$ cat src/rtl/neuron_backward_pkg.sv
// rtl/neuron_backward_pkg.sv - shared lane geometry and saturation helper for the ReLU neuron stages
package neuron_backward_pkg;

   localparam int NB_NC    = 4;
   localparam int NB_WD    = 4;
   localparam int NB_WE    = 8;
   localparam int NB_DEPTH = 8;

   // Clipped-ReLU saturation level for a WD-bit activation lane.
   function automatic int max_yc(input int wd);
      return (1 << (wd - 1)) - 1;
   endfunction

endpackage

$ cat src/rtl/neuron_backward_mask_fifo.sv
// rtl/neuron_backward_mask_fifo.sv - derivative mask FIFO, synchronous write and combinational read at rptr
module neuron_backward_mask_fifo
   import neuron_backward_pkg::*;
#(
   parameter int NC    = NB_NC,
   parameter int DEPTH = NB_DEPTH,
   parameter int PW    = $clog2(DEPTH),
   parameter int CW    = $clog2(DEPTH + 1)
) (
   input  logic          i_clk,
   input  logic          i_rst_n,
   input  logic          i_push,
   input  logic [NC-1:0] i_wdata,
   input  logic          i_pop,
   output logic [NC-1:0] o_rdata,
   output logic [CW-1:0] o_count,
   output logic          o_full,
   output logic          o_empty
);

   logic [NC-1:0] r_mem [DEPTH];
   logic [PW-1:0] r_wptr;
   logic [PW-1:0] r_rptr;
   logic [CW-1:0] r_count;

   // Storage needs no reset: the pointers and count alone define what is valid.
   always_ff @(posedge i_clk) begin
      if (i_push) begin
         r_mem[r_wptr] <= i_wdata;
      end
   end

   always_ff @(posedge i_clk) begin
      if (!i_rst_n) begin
         r_wptr  <= '0;
         r_rptr  <= '0;
         r_count <= '0;
      end else begin
         if (i_push) begin
            r_wptr <= r_wptr + PW'(1);
         end
         if (i_pop) begin
            r_rptr <= r_rptr + PW'(1);
         end
         case ({i_push, i_pop})
            2'b10:   r_count <= r_count + CW'(1);
            2'b01:   r_count <= r_count - CW'(1);
            default: r_count <= r_count;
         endcase
      end
   end

   assign o_rdata = r_mem[r_rptr];
   assign o_count = r_count;
   assign o_full  = (r_count == CW'(DEPTH));
   assign o_empty = (r_count == '0);

endmodule

$ cat src/rtl/neuron_backward.sv
// rtl/neuron_backward.sv - ReLU backward stage: masks stored from forward activations gate incoming errors
module neuron_backward
   import neuron_backward_pkg::*;
#(
   parameter int NC    = NB_NC,
   parameter int WD    = NB_WD,
   parameter int WE    = NB_WE,
   parameter int DEPTH = NB_DEPTH
) (
   input  logic                         iCLK,
   input  logic                         iRST_N,
   input  logic                         iValid_AF,
   output logic                         oReady_AF,
   input  logic [NC*WD-1:0]             iData_AF,
   input  logic                         iValid_BE,
   output logic                         oReady_BE,
   input  logic [NC*WE-1:0]             iData_BE,
   output logic                         oValid_AE,
   input  logic                         iReady_AE,
   output logic [NC*WE-1:0]             oData_AE,
   output logic [$clog2(DEPTH+1)-1:0]   oCount
);

   localparam int            CW       = $clog2(DEPTH + 1);
   localparam logic [WD-1:0] MAX_YC_V = WD'(max_yc(WD));

   logic [NC-1:0]    w_mask_wr;
   logic [NC-1:0]    w_mask_rd;
   logic [NC*WE-1:0] w_delta;
   logic [CW-1:0]    w_count;
   logic             w_full;
   logic             w_empty;
   logic             w_push;
   logic             w_fire;
   logic             w_rdy;
   logic             r_valid;
   logic [NC*WE-1:0] r_data;

   // Derivative of the clipped ReLU is 1 only strictly inside the linear region.
   always_comb begin
      w_mask_wr = '0;
      for (int i = 0; i < NC; i++) begin
         w_mask_wr[i] = (iData_AF[i*WD +: WD] != '0) && (iData_AF[i*WD +: WD] < MAX_YC_V);
      end
   end

   always_comb begin
      w_delta = '0;
      for (int i = 0; i < NC; i++) begin
         w_delta[i*WE +: WE] = w_mask_rd[i] ? iData_BE[i*WE +: WE] : '0;
      end
   end

   assign w_rdy     = r_valid ? iReady_AE : 1'b1;
   assign oReady_AF = !w_full;
   assign oReady_BE = !w_empty && w_rdy;
   assign w_push    = iValid_AF && !w_full;
   assign w_fire    = iValid_BE && oReady_BE;

   neuron_backward_mask_fifo #(
      .NC    (NC),
      .DEPTH (DEPTH)
   ) u_mask_fifo (
      .i_clk   (iCLK),
      .i_rst_n (iRST_N),
      .i_push  (w_push),
      .i_wdata (w_mask_wr),
      .i_pop   (w_fire),
      .o_rdata (w_mask_rd),
      .o_count (w_count),
      .o_full  (w_full),
      .o_empty (w_empty)
   );

   always_ff @(posedge iCLK) begin
      if (!iRST_N) begin
         r_valid <= 1'b0;
         r_data  <= '0;
      end else if (w_fire) begin
         r_valid <= 1'b1;
         r_data  <= w_delta;
      end else if (r_valid && iReady_AE) begin
         r_valid <= 1'b0;
      end
   end

   assign oValid_AE = r_valid;
   assign oData_AE  = r_data;
   assign oCount    = w_count;

endmodule

$ cat config.mk
export PLATFORM = sky130hd
export DESIGN_NAME = neuron_backward
export DESIGN_NICKNAME = d
export VERILOG_FILES = /design/src/rtl/neuron_backward_pkg.sv /design/src/rtl/neuron_backward_mask_fifo.sv /design/src/rtl/neuron_backward.sv
export SDC_FILE = /design/constraint.sdc
export NUM_CORES = 1
export LEC_CHECK = 0
export BUFFER_PORTS_ARGS = -buffer_cell sky130_fd_sc_hd__buf_2
export CAP_MARGIN = 5
export CORE_AREA = 4 4 83 85
export CTS_CLUSTER_DIAMETER = 50
export CTS_CLUSTER_SIZE = 30
export DETAILED_ROUTE_END_ITERATION = 16
export DIE_AREA = 0 0 87 89
export PLACE_DENSITY_LB_ADDON = 0.2
export REMOVE_ABC_BUFFERS = 1
export SLEW_MARGIN = 25
export SYNTH_ARGS = -nofsm -noshare
export SYNTH_HDL_FRONTEND = slang
export SYNTH_SLANG_ARGS = --single-unit
$ cat constraint.sdc
create_clock -name iCLK -period 3.8 [get_ports iCLK]
set_input_delay 0.57 -clock iCLK [delete_from_list [all_inputs] [get_ports iCLK]]
set_output_delay 0.57 -clock iCLK [all_outputs]
set_load 0.02 [all_outputs]
**After elaboration in Yosys (flattened, before gate mapping)**

Memory sizes are Yosys's and may differ from the RTL's. A register that Yosys moved wholly into a read port is not among the register bits.
Cells that the tools add are included.
W data, S select, Z words.

- Flip-flop bits (word level): 43
- Bits in writable memories: 32
- Bits of input ports: 53
- Output and inout port bits: 39
- Word-level logic and storage cells: 46
- Memories kept: 1

- Add/subtract/negate cells: 4
- Magnitude comparators: 4
- Equality and inequality tests: 3
- Muxes and demuxes: 12
- Reduce and logical (&&, ||, !) cells: 17

Memory list:

| name | depth | width | rd ports | clocked after memory_dff | wr ports | line | RTL |
|---|---|---|---|---|---|---|---|
| u_mask_fifo.r_mem | 8 | 4 | 1 | 1 | 1 | neuron_backward_mask_fifo.sv:21 | `logic [NC-1:0] r_mem [DEPTH];` |

Operators with widths:

| operator | number |
|---|---|
| $mux W8 | 4 |
| $lt A4 B3 Y1 const B | 4 |
| $reduce_bool A4 Y1 | 4 |
| $logic_and A1 B1 Y1 | 8 |
| $pmux W4 S2 | 1 |
| $add A3 B1 Y3 const B | 2 |
| $mux W3 | 2 |
| $mux W1 | 5 |
| $add A4 B1 Y4 const B | 1 |
| $eq A4 B4 Y1 const B | 1 |
| $logic_not A4 Y1 | 1 |
| $reduce_bool A2 Y1 | 2 |
| $sub A4 B1 Y4 const B | 1 |
| $eq A2 B1 Y1 const B | 1 |
| $eq A2 B2 Y1 const B | 1 |
| $logic_not A1 Y1 | 2 |

**Depth between registers and ports, before layout**

Gate-level depths: netlist (run 1).

- Word-level depth: 6
- Mapped depth: 11
- Gate-level depth less buffers: 9

**Hierarchy**

A second synthesis (run 1) with hierarchy kept.

- Cell total of the unflattened synthesis: 279
- Area, all modules: 3374.5 sq um

By module, submodules not included:

| module | times used | cells an instance | area an instance (sq um) | sequential area each (sq um) |
|---|---|---|---|---|
| neuron_backward_mask_fifo | 1 | 117 | 1880.6 | 1221.2 |
| neuron_backward | 1 | 162 | 1493.9 | 660.6 |

**Worst setup path after synthesis (run 1)**

Ideal clock, no wire load.

- Path kind: reg2reg
- From: register u_mask_fifo.r_count[1], in the netlist u_mask_fifo.o_count[1]
- To: register u_mask_fifo.r_count[2], in the netlist u_mask_fifo.o_count[2]
- Arrival: 2.766 ns
- Path slack: 0.962 ns
- Cell stages (with the launch flop): 12
- Period minus slack after synthesis: 2.838 ns
- Cells stage by stage: dfxtp_1 buf_6 or4b_4 buf_6 nand2_1 ha_1 xor2_1 ha_1 or3b_2 o31ai_1 a311o_1 mux2i_1

- Elaborated cells on any way between the ends: 13
- Classes of those cells: add/sub: 2; eq/ne: 3; mux: 1; reduce/logical: 7

RTL lines:

| what | line | RTL |
|---|---|---|
| start: declaration | neuron_backward_mask_fifo.sv:24 | `logic [CW-1:0] r_count;` |
| start signal: assignment | neuron_backward_mask_fifo.sv:46 | `2'b10: r_count <= r_count + CW'(1);` |
| start signal: assignment | neuron_backward_mask_fifo.sv:47 | `2'b01: r_count <= r_count - CW'(1);` |
| start signal: assignment | neuron_backward_mask_fifo.sv:48 | `default: r_count <= r_count;` |
| $eq A4 B4 Y1 (*) | neuron_backward_mask_fifo.sv:55 | `assign o_full = (r_count == CW'(DEPTH));` |
| $logic_not A1 Y1 (*) | -- |  |
| via oReady_AF | neuron_backward.sv:13 | `output logic oReady_AF,` |
| $logic_and A1 B1 Y1 (*) | neuron_backward.sv:57 | `assign w_push = iValid_AF && !w_full;` |
| $eq A2 B1 Y1 or $eq A2 B2 Y1 (tied branches) | neuron_backward_mask_fifo.sv:45 | `case ({i_push, i_pop})` |
| $pmux W4 S2 or $reduce_bool A2 Y1 (tied branches) | -- |  |

The timed path passes the listed nets; every way through them passes the cells marked *.
A chain may end at the register's enable or synchronous reset.

**Worst setup path after layout (run 1)**

- From: register u_mask_fifo.r_count[0], in the netlist u_mask_fifo.o_count[0]
- To: register u_mask_fifo.r_count[2], in the netlist u_mask_fifo.o_count[2]

- Cells in the longest elaborated chain, start to end: 6
- Elaborated cells on any way between the ends: 13
- Classes of those cells: add/sub: 2; eq/ne: 3; mux: 1; reduce/logical: 7

Ends and longest elaborated chain:

| what | line | RTL |
|---|---|---|
| $logic_not A4 Y1 | neuron_backward_mask_fifo.sv:56 | `assign o_empty = (r_count == '0);` |
| $logic_not A1 Y1 | neuron_backward.sv:56 | `assign oReady_BE = !w_empty && w_rdy;` |
| $logic_and A1 B1 Y1 | neuron_backward.sv:56 |  |
| $logic_and A1 B1 Y1 | neuron_backward.sv:58 | `assign w_fire = iValid_BE && oReady_BE;` |
| $eq A2 B1 Y1 or $eq A2 B2 Y1 (tied branches) | neuron_backward_mask_fifo.sv:45 |  |
| $pmux W4 S2 or $reduce_bool A2 Y1 (tied branches) | -- |  |

Several ways; a longest one is shown, not always the timed one.

==> implementation parameters, run 1 <==
Parameter                              Value

Outcome
  Result of the run ... complete, no violations

Timing
  Hold slack ... 0.4303 ns
  Time the final worst path needs with I/O delays and setup ... 2.878 ns
  Setup repair after global routing missed its margin ... false
  Setup TNS ... 0 ns
  Share of the clock period used by the worst path ... 75.75%
  Skew final ... 0.01418 ns
  Smallest setup slack after layout ... 0.9216 ns
  Worst-Margin Slew ... 0.9712 ns
  Number of pins exceeding their max-slew limit in the final report ... 0
  Number of setup violations in the final report ... 0
  Highest clock rate ... 0.3474 GHz
  Final-report hold violation count ... 0
  Remaining max-slew budget at the tightest pin ... 34.66%

Synthesis
  Count of distinct cell types in the synthesized netlist ... 35
  Number of warnings issued by yosys ... 0
  Ranking of synthesized cells by area ... edfxtp_1 32%, dfxtp_1 30%, a22o_1 9.2%, mux4_2 5.9%, nor2_1 2.2%
  Share of the yosys chip area belonging to registers ... 61.94%
  Post-synth top area share ... 31.63%
  Avg Cell Area, Syn ... 13.56 um^2
  Number of synthesized flops with an enable pin ... 32
  Post-synthesis cell area ... 3038 um^2
  Number of register bits inferred by synthesis ... 78
  Library cell with the highest instance count after synthesis ... dfxtp_1
  Area leader, netlist ... edfxtp_1
  List of most frequent post-synthesis cells ... 46 x dfxtp_1, 32 x a22o_1, 32 x edfxtp_1, 18 x nor2_1, 13 x nor3_1
  Fraction of registers with async set/reset ... 0%
  Synth Instances ... 224
  Primary flip-flop cell chosen by synthesis mapping ... dfxtp_1

Die
  Die width ... 87 um
  Vertical die dimension ... 89 um
  Row Count ... 29
  Placeable core region ... 6205 um^2
  Effective utilization at floorplan ... 48.96%
  Die Area ... 7743 um^2
  IO Count ... 92

Critical path
  Crit-path most repeated cell ... ha_1
  Combined buffer and inverter count along the critical path ... 0
  Start point of the critical path ... u_mask_fifo.o_count[0]
  Depth of the critical timing path with buffers and inverters included ... 9
  Stage delay of the slowest cell on the critical path ... 0.62 ns
  WS Path Type ... register to register
  Delay-heaviest family, CP ... simple AND/OR/NAND/NOR gates
  Worst Setup EP ... u_mask_fifo.o_count[2]
  Element type at the critical path start ... register
  Crit path max fanout ... 8
  Data arrival at the endpoint of the critical path ... 3.15 ns
  Critical path endpoint category ... register
  Chain of cells forming the critical path ... or4b_4 -> nand2_1 -> ha_1 -> xor2_1 -> ha_1 -> or3b_2 -> o31ai_1 -> a311o_1 -> mux2i_1
  RR Endpoint ... u_mask_fifo.o_count[2]
  Internal reg-to-reg setup slack ... 0.92 ns
  Max stage delay cell, worst path ... or4b_4
  Number of cells on the worst reg-to-reg path ... 9
  Data required time at the worst endpoint ... 4.08 ns
  Origin of the critical flop-to-flop path ... u_mask_fifo.o_count[0]

GRT
  Wire length of the first global-routing pass ... 9804 um
  Overall track demand over capacity in global routing ... 16.36%
  Largest net degree at the start of global routing ... 33
  Antenna violations before repair ... 0
  Via count of the first global-routing pass ... 2,033
  Total congestion overflow ... 0

Clocking
  Buffers inserted by post-CTS timing repair ... 0
  Clock root buffer ... clkbuf_8
  Htree depth ... 3
  Number of buffers added by the clock tree synthesis step ... 9
  Clock-pin slew on the worst setup and hold paths ... 0.09 ns
  # hold bufs at CTS ... 0
  Count of instances resized after the clock tree is built ... 0
  TritonCTS clock tree ... yes
  Sinks on the clock net ... 78
  Max clock buf depth ... 2
  Clock latency on the worst-skew pair ... 0.34 ns

Power and ir drop
  Combinational share of power ... 28.0%
  Proportion of power drawn by the clock network ... 26.5%
  Power share of the sequential group ... 45.5%
  Leakage power figure ... 1.611 nW
  Internal Power ... 1.652 mW
  Net Sw Frac ... 31.56%
  Max IR drop VDD ... 424.6 uV
  Switching power of the nets ... 0.7620 mW
  PD cells ... 643.8 nW/um^2

Routing
  Number of design-rule violations left by the first detailed-router iteration ... 62
  Average detailed-routed wire length per instance ... 15.16 um
  Count of nets left with antenna violations after detail routing ... 0
  Overall via count from detail_route ... 2,106
  First-pass detailed-route iteration total ... 4
  Remaining routing DRC violations ... 0
  Average vias per placed instance ... 5.291
  Total detailed-routing wirelength ... 6034 um

Placement
  HPWL reported at the end of detailed placement ... 4389 um
  Routability Congestion ... 0.8126
  Setup slack at placement ... 0.9373 ns
  Total of buffers placed on input and output ports ... 91

Finish
  Sequential cell area in the final layout ... 1882 um^2
  Fill cell total of the finished layout ... 501
  Final-stage net count ... 373
  Layout-stage area growth over the synthesis result ... 23.44%
  Number of diodes added for antenna fixing ... 0
  Fraction of layout instances using a drive strength above 1 ... 39.25%
  Multi-input logic area ... 1085 um^2

Hold path
  Worst hold start ... iData_BE[2]
  Path type of the worst min-delay path ... primary input to register

Run
  Number of maximum-capacitance violations ... 0
==> per-layer routing <==
layer	share of wire (%)	vias up	GRT usage, %
li1	-	1041	-
met1	46	969	23.01
met2	44	89	24.15
met3	9.3	7	3.871
met4	1.0	0	7.224
met5	0	-	0
==> layout by cell type, fill, tap and decap left out, types with 2 or more instances in the layout <==
cell type / netlist / layout
a22o_1: 32 / 32
and3_1: 8 / 8
buf_2: 5 / 91
buf_4: 0 / 2
clkbuf_8: 0 / 9
dfxtp_1: 46 / 46
edfxtp_1: 32 / 32
ha_1: 4 / 4
inv_1: 2 / 2
inv_4: 0 / 2
mux2_2: 4 / 4
mux2i_1: 5 / 5
mux4_2: 8 / 8
nand2_1: 6 / 6
nand2b_1: 6 / 6
nand3_1: 3 / 3
nor2_1: 18 / 17
nor2b_1: 4 / 4
nor3_1: 13 / 13
o21ai_0: 2 / 2
xor2_1: 4 / 4
==> layout make-up <==
class | count | share of cell area [%]
Sequential cell | 78 | 50.18
Tap cell | 77 | 2.569
Clock buffer | 12 | 4.204
Clock inverter | 4 | 1.368
Inverter | 2 | 0.2002
Multi-Input combinational cell | 132 | 28.93
Timing Repair Buffer | 93 | 12.55
==> through the flow <==
| step | cell area, um^2 | power, mW | utilization [%] | std cells |
|---|---|---|---|---|
| after detailed placement | 3541 | 1.797 | 57.07 | 382 |
| after global placement | 3541 | 1.786 | 57.07 | 382 |
| final | 3750 | 2.414 | 60.44 | 398 |
| after global routing | 3750 | 2.564 | 60.44 | 398 |
| after CTS | 3750 | 2.445 | 60.44 | 398 |
| after floorplan | 2972 | 1.572 | - | 212 |
==> registers in the layout (all words and copies together) (netlist names), named ones only <==
name                 cells
u_mask_fifo.o_count      4
u_mask_fifo.r_mem       32
u_mask_fifo.r_rptr       3
oData_AE                32
oValid_AE                1
u_mask_fifo.r_wptr       3
==> cells by family (layout without fill, tap and decap cells) <==
family | count (synthesis) | in the layout | share of synthesized area, %
simple gates | 67 | 67 | 11.99
compound gates | 39 | 39 | 11.49
xor+xnor | 5 | 5 | 1.441
fa+ha+maj | 4 | 4 | 1.648
flops | 78 | 78 | 61.94
mux | 17 | 17 | 9.061
buf+inv | 14 | 111 | 2.430
==> worst min path at each step <==
stage / to / cells past startpoint
floorplan: register / 2
finish: oData_AE[2] / 2
CTS: oData_AE[2] / 2
global route: oData_AE[2] / 2
detailed placement: oData_AE[22] / 1
global placement: oData_AE[20] / 1
==> power by group through the flow <==
stage	Sequential [mW]	Combinational, mW	Clock [mW]
floorplan	1.19	0.380	0
global placement	1.11	0.676	0
detailed placement	1.12	0.678	0
CTS	1.10	0.682	0.662
global route	1.12	0.747	0.698
finish	1.10	0.676	0.641
Note: power is estimated with default switching activity, not from simulation.
==> run 2: changes to the inputs <==
Clock period 3.8 ns to 2.65 ns, I/O delays scaled along.
==> run 2 against run 1 <==
Effect of this change: wire length is 0.48% higher; register-to-register slack worse by 0.77 ns; sequential share of layout area is 0.68 points lower; global-route usage is 0.51 points higher; clock power is 36% higher; core utilization is 0.95 points higher; hold slack worse by 0.16 ns; maximum frequency is 15% higher; die area stayed put; combinational power is 60% higher; sequential cell count stayed put; count of clock-buffer cells in the layout stayed put; critical endpoint unchanged; largest cell class unchanged.
==> implementation parameters, run 2 (synthesis results as in run 1) <==
Parameter                              Value

Outcome
  Result of the run ... complete, no violations

Finish
  Leading cell type in the layout, fill and taps excluded ... buf_2
  Number of diodes added for antenna fixing ... 0
  Top library cells by usage in the layout, fill and taps aside ... 91 x buf_2, 43 x dfxtp_1, 32 x a22o_1, 32 x edfxtp_1, 17 x nor2_1
  Finished Cell Area ... 3809 um^2
  Fin util ... 61.38%
  Fill cell total of the finished layout ... 491
  Fraction of layout instances using a drive strength above 1 ... 42.68%
  Final-stage net count ... 380
  Layout-stage area growth over the synthesis result ... 25.37%

Die
  Vertical die dimension ... 89 um
  Row Count ... 29
  Die Area ... 7743 um^2
  Effective utilization at floorplan ... 48.96%
  Die width ... 87 um
  Placeable core region ... 6205 um^2
  IO Count ... 92

Critical path
  Number of cells on the worst reg-to-reg path ... 9
  Data arrival at the endpoint of the critical path ... 2.77 ns
  Element type at the critical path start ... register
  RR Endpoint ... u_mask_fifo.o_count[2]
  Origin of the critical flop-to-flop path ... u_mask_fifo.o_count[0]
  Internal reg-to-reg setup slack ... 0.15 ns
  Data required time at the worst endpoint ... 2.91 ns
  Critical path endpoint category ... register
  WS Path Type ... register to register
  Crit path max fanout ... 8

Power and ir drop
  Max IR drop VDD ... 493.1 uV
  PD cells ... 915.8 nW/um^2
  Leakage power figure ... 1.642 nW

Hold path
  Hold Path End ... oData_AE[4]
  Worst hold start ... iData_BE[4]
  Cell count of the worst hold path ... 2
  Path type of the worst min-delay path ... primary input to register

Clocking
  # hold bufs at CTS ... 0
  Max clock buf depth ... 2
  Number of buffers added by the clock tree synthesis step ... 9
  Sinks on the clock net ... 78
  Clock latency on the worst-skew pair ... 0.34 ns
  Htree depth ... 3
  TritonCTS clock tree ... yes
  Buffers inserted by post-CTS timing repair ... 0
  Clock root buffer ... clkbuf_8
  Clock-pin slew on the worst setup and hold paths ... 0.08 ns

Placement
  Total of buffers placed on input and output ports ... 91
  Area after detailed placement ... 3593 um^2
  Routability Congestion ... 0.8011
  HPWL reported at the end of detailed placement ... 4405 um

Routing
  Overall via count from detail_route ... 2,097
  Average vias per placed instance ... 5.178
  Average detailed-routed wire length per instance ... 14.97 um
  Total detailed-routing wirelength ... 6063 um
  First-pass detailed-route iteration total ... 4
  Count of nets left with antenna violations after detail routing ... 0
  Remaining routing DRC violations ... 0
  Number of design-rule violations left by the first detailed-router iteration ... 76

Timing
  Remaining max-slew budget at the tightest pin ... 46.60%
  Skew final ... 0.006912 ns
  Number of pins exceeding their max-slew limit in the final report ... 0
  Share of the clock period used by the worst path ... 94.46%
  Time the final worst path needs with I/O delays and setup ... 2.503 ns
  Worst-Margin Slew ... 0.7949 ns
  Setup repair after global routing missed its margin ... false
  Final-report hold violation count ... 0
  Number of setup violations in the final report ... 0
  Highest clock rate ... 0.3995 GHz

GRT
  Wire length of the first global-routing pass ... 10,060 um
  Antenna violations before repair ... 0
  Overall track demand over capacity in global routing ... 16.86%
  Largest net degree at the start of global routing ... 33
  Via count of the first global-routing pass ... 2,093
  Total congestion overflow ... 0

Run
  Number of maximum-capacitance violations ... 0
[run 2: critical path, cell delays in order, from the launching register on]
cell and delay, ns:
dfxtp_2 0.37, or4b_4 0.55, nand2_2 0.09, ha_2 0.18, xor2_1 0.16, ha_2 0.21, or3b_2 0.44, o31ai_1 0.08
a311o_1 0.17, mux2i_1 0.18
[run 2: layer usage]
metal	global-route usage [%]	share of wire, %	wire length (um)	up-vias
li1	-	-	-	1052
met1	22.95	47	2861	958
met2	25.67	43	2599	82
met3	4.608	8.9	537	5
met4	6.799	1.1	65	0
met5	0	0	0	-
[run 2: repair_timing]
item,in CTS,in global routing
endpoints found under the hold margin,0,0
gates resized for setup,0,6
setup endpoints to repair,0,1
[run 2: stage by stage]
step	setup TNS [ns]	worst slack [ns]	hold slack [ns]	power (mW)	std cells
after global placement	0	0.2033	0.4516	2.618	389
after detailed placement	0	0.1183	0.4513	2.637	389
final	0	0.1468	0.2666	3.488	405
after CTS	0	0.08966	0.2500	3.512	405
after floorplan	-0.1193	-0.1193	0.4725	2.255	212
after global routing	0	0.01558	0.2525	3.705	405
[run 2: how the worst max path moves through the flow]
stage / start / to / cells after the start / slack, ns
2_1_floorplan: u_mask_fifo.o_count[3] / u_mask_fifo.o_count[2] / 9 / -0.12
3_3_place_gp: u_mask_fifo.o_count[0] / u_mask_fifo.o_count[2] / 9 / 0.20
3_5_place_dp: u_mask_fifo.o_count[0] / u_mask_fifo.o_count[2] / 9 / 0.12
4_1_cts: u_mask_fifo.o_count[0] / u_mask_fifo.o_count[2] / 9 / 0.09
5_1_grt: u_mask_fifo.o_count[0] / u_mask_fifo.o_count[2] / 9 / 0.02
6_report: u_mask_fifo.o_count[0] / u_mask_fifo.o_count[2] / 9 / 0.15
[run 2: area by class of cell]
class | instances | area, um^2 | area share, %
repair buffers | 100 | 523.0 | 13.73
clock buffers | 12 | 178.9 | 4.698
inverters | 2 | 7.507 | 0.1971
flip-flops and latches | 78 | 1886 | 49.51
multi-input cells | 132 | 1092 | 28.68
clock inverters | 4 | 25.02 | 0.6570
well taps | 77 | 96.34 | 2.530
[run 2: report_power, final]
group | leakage [nW] | total [mW] | switching, mW | internal (mW)
Sequential | 0.668 | 1.53 | 0.111 | 1.42
Combinational | 0.864 | 1.08 | 0.581 | 0.500
Clock | 0.110 | 0.872 | 0.415 | 0.457
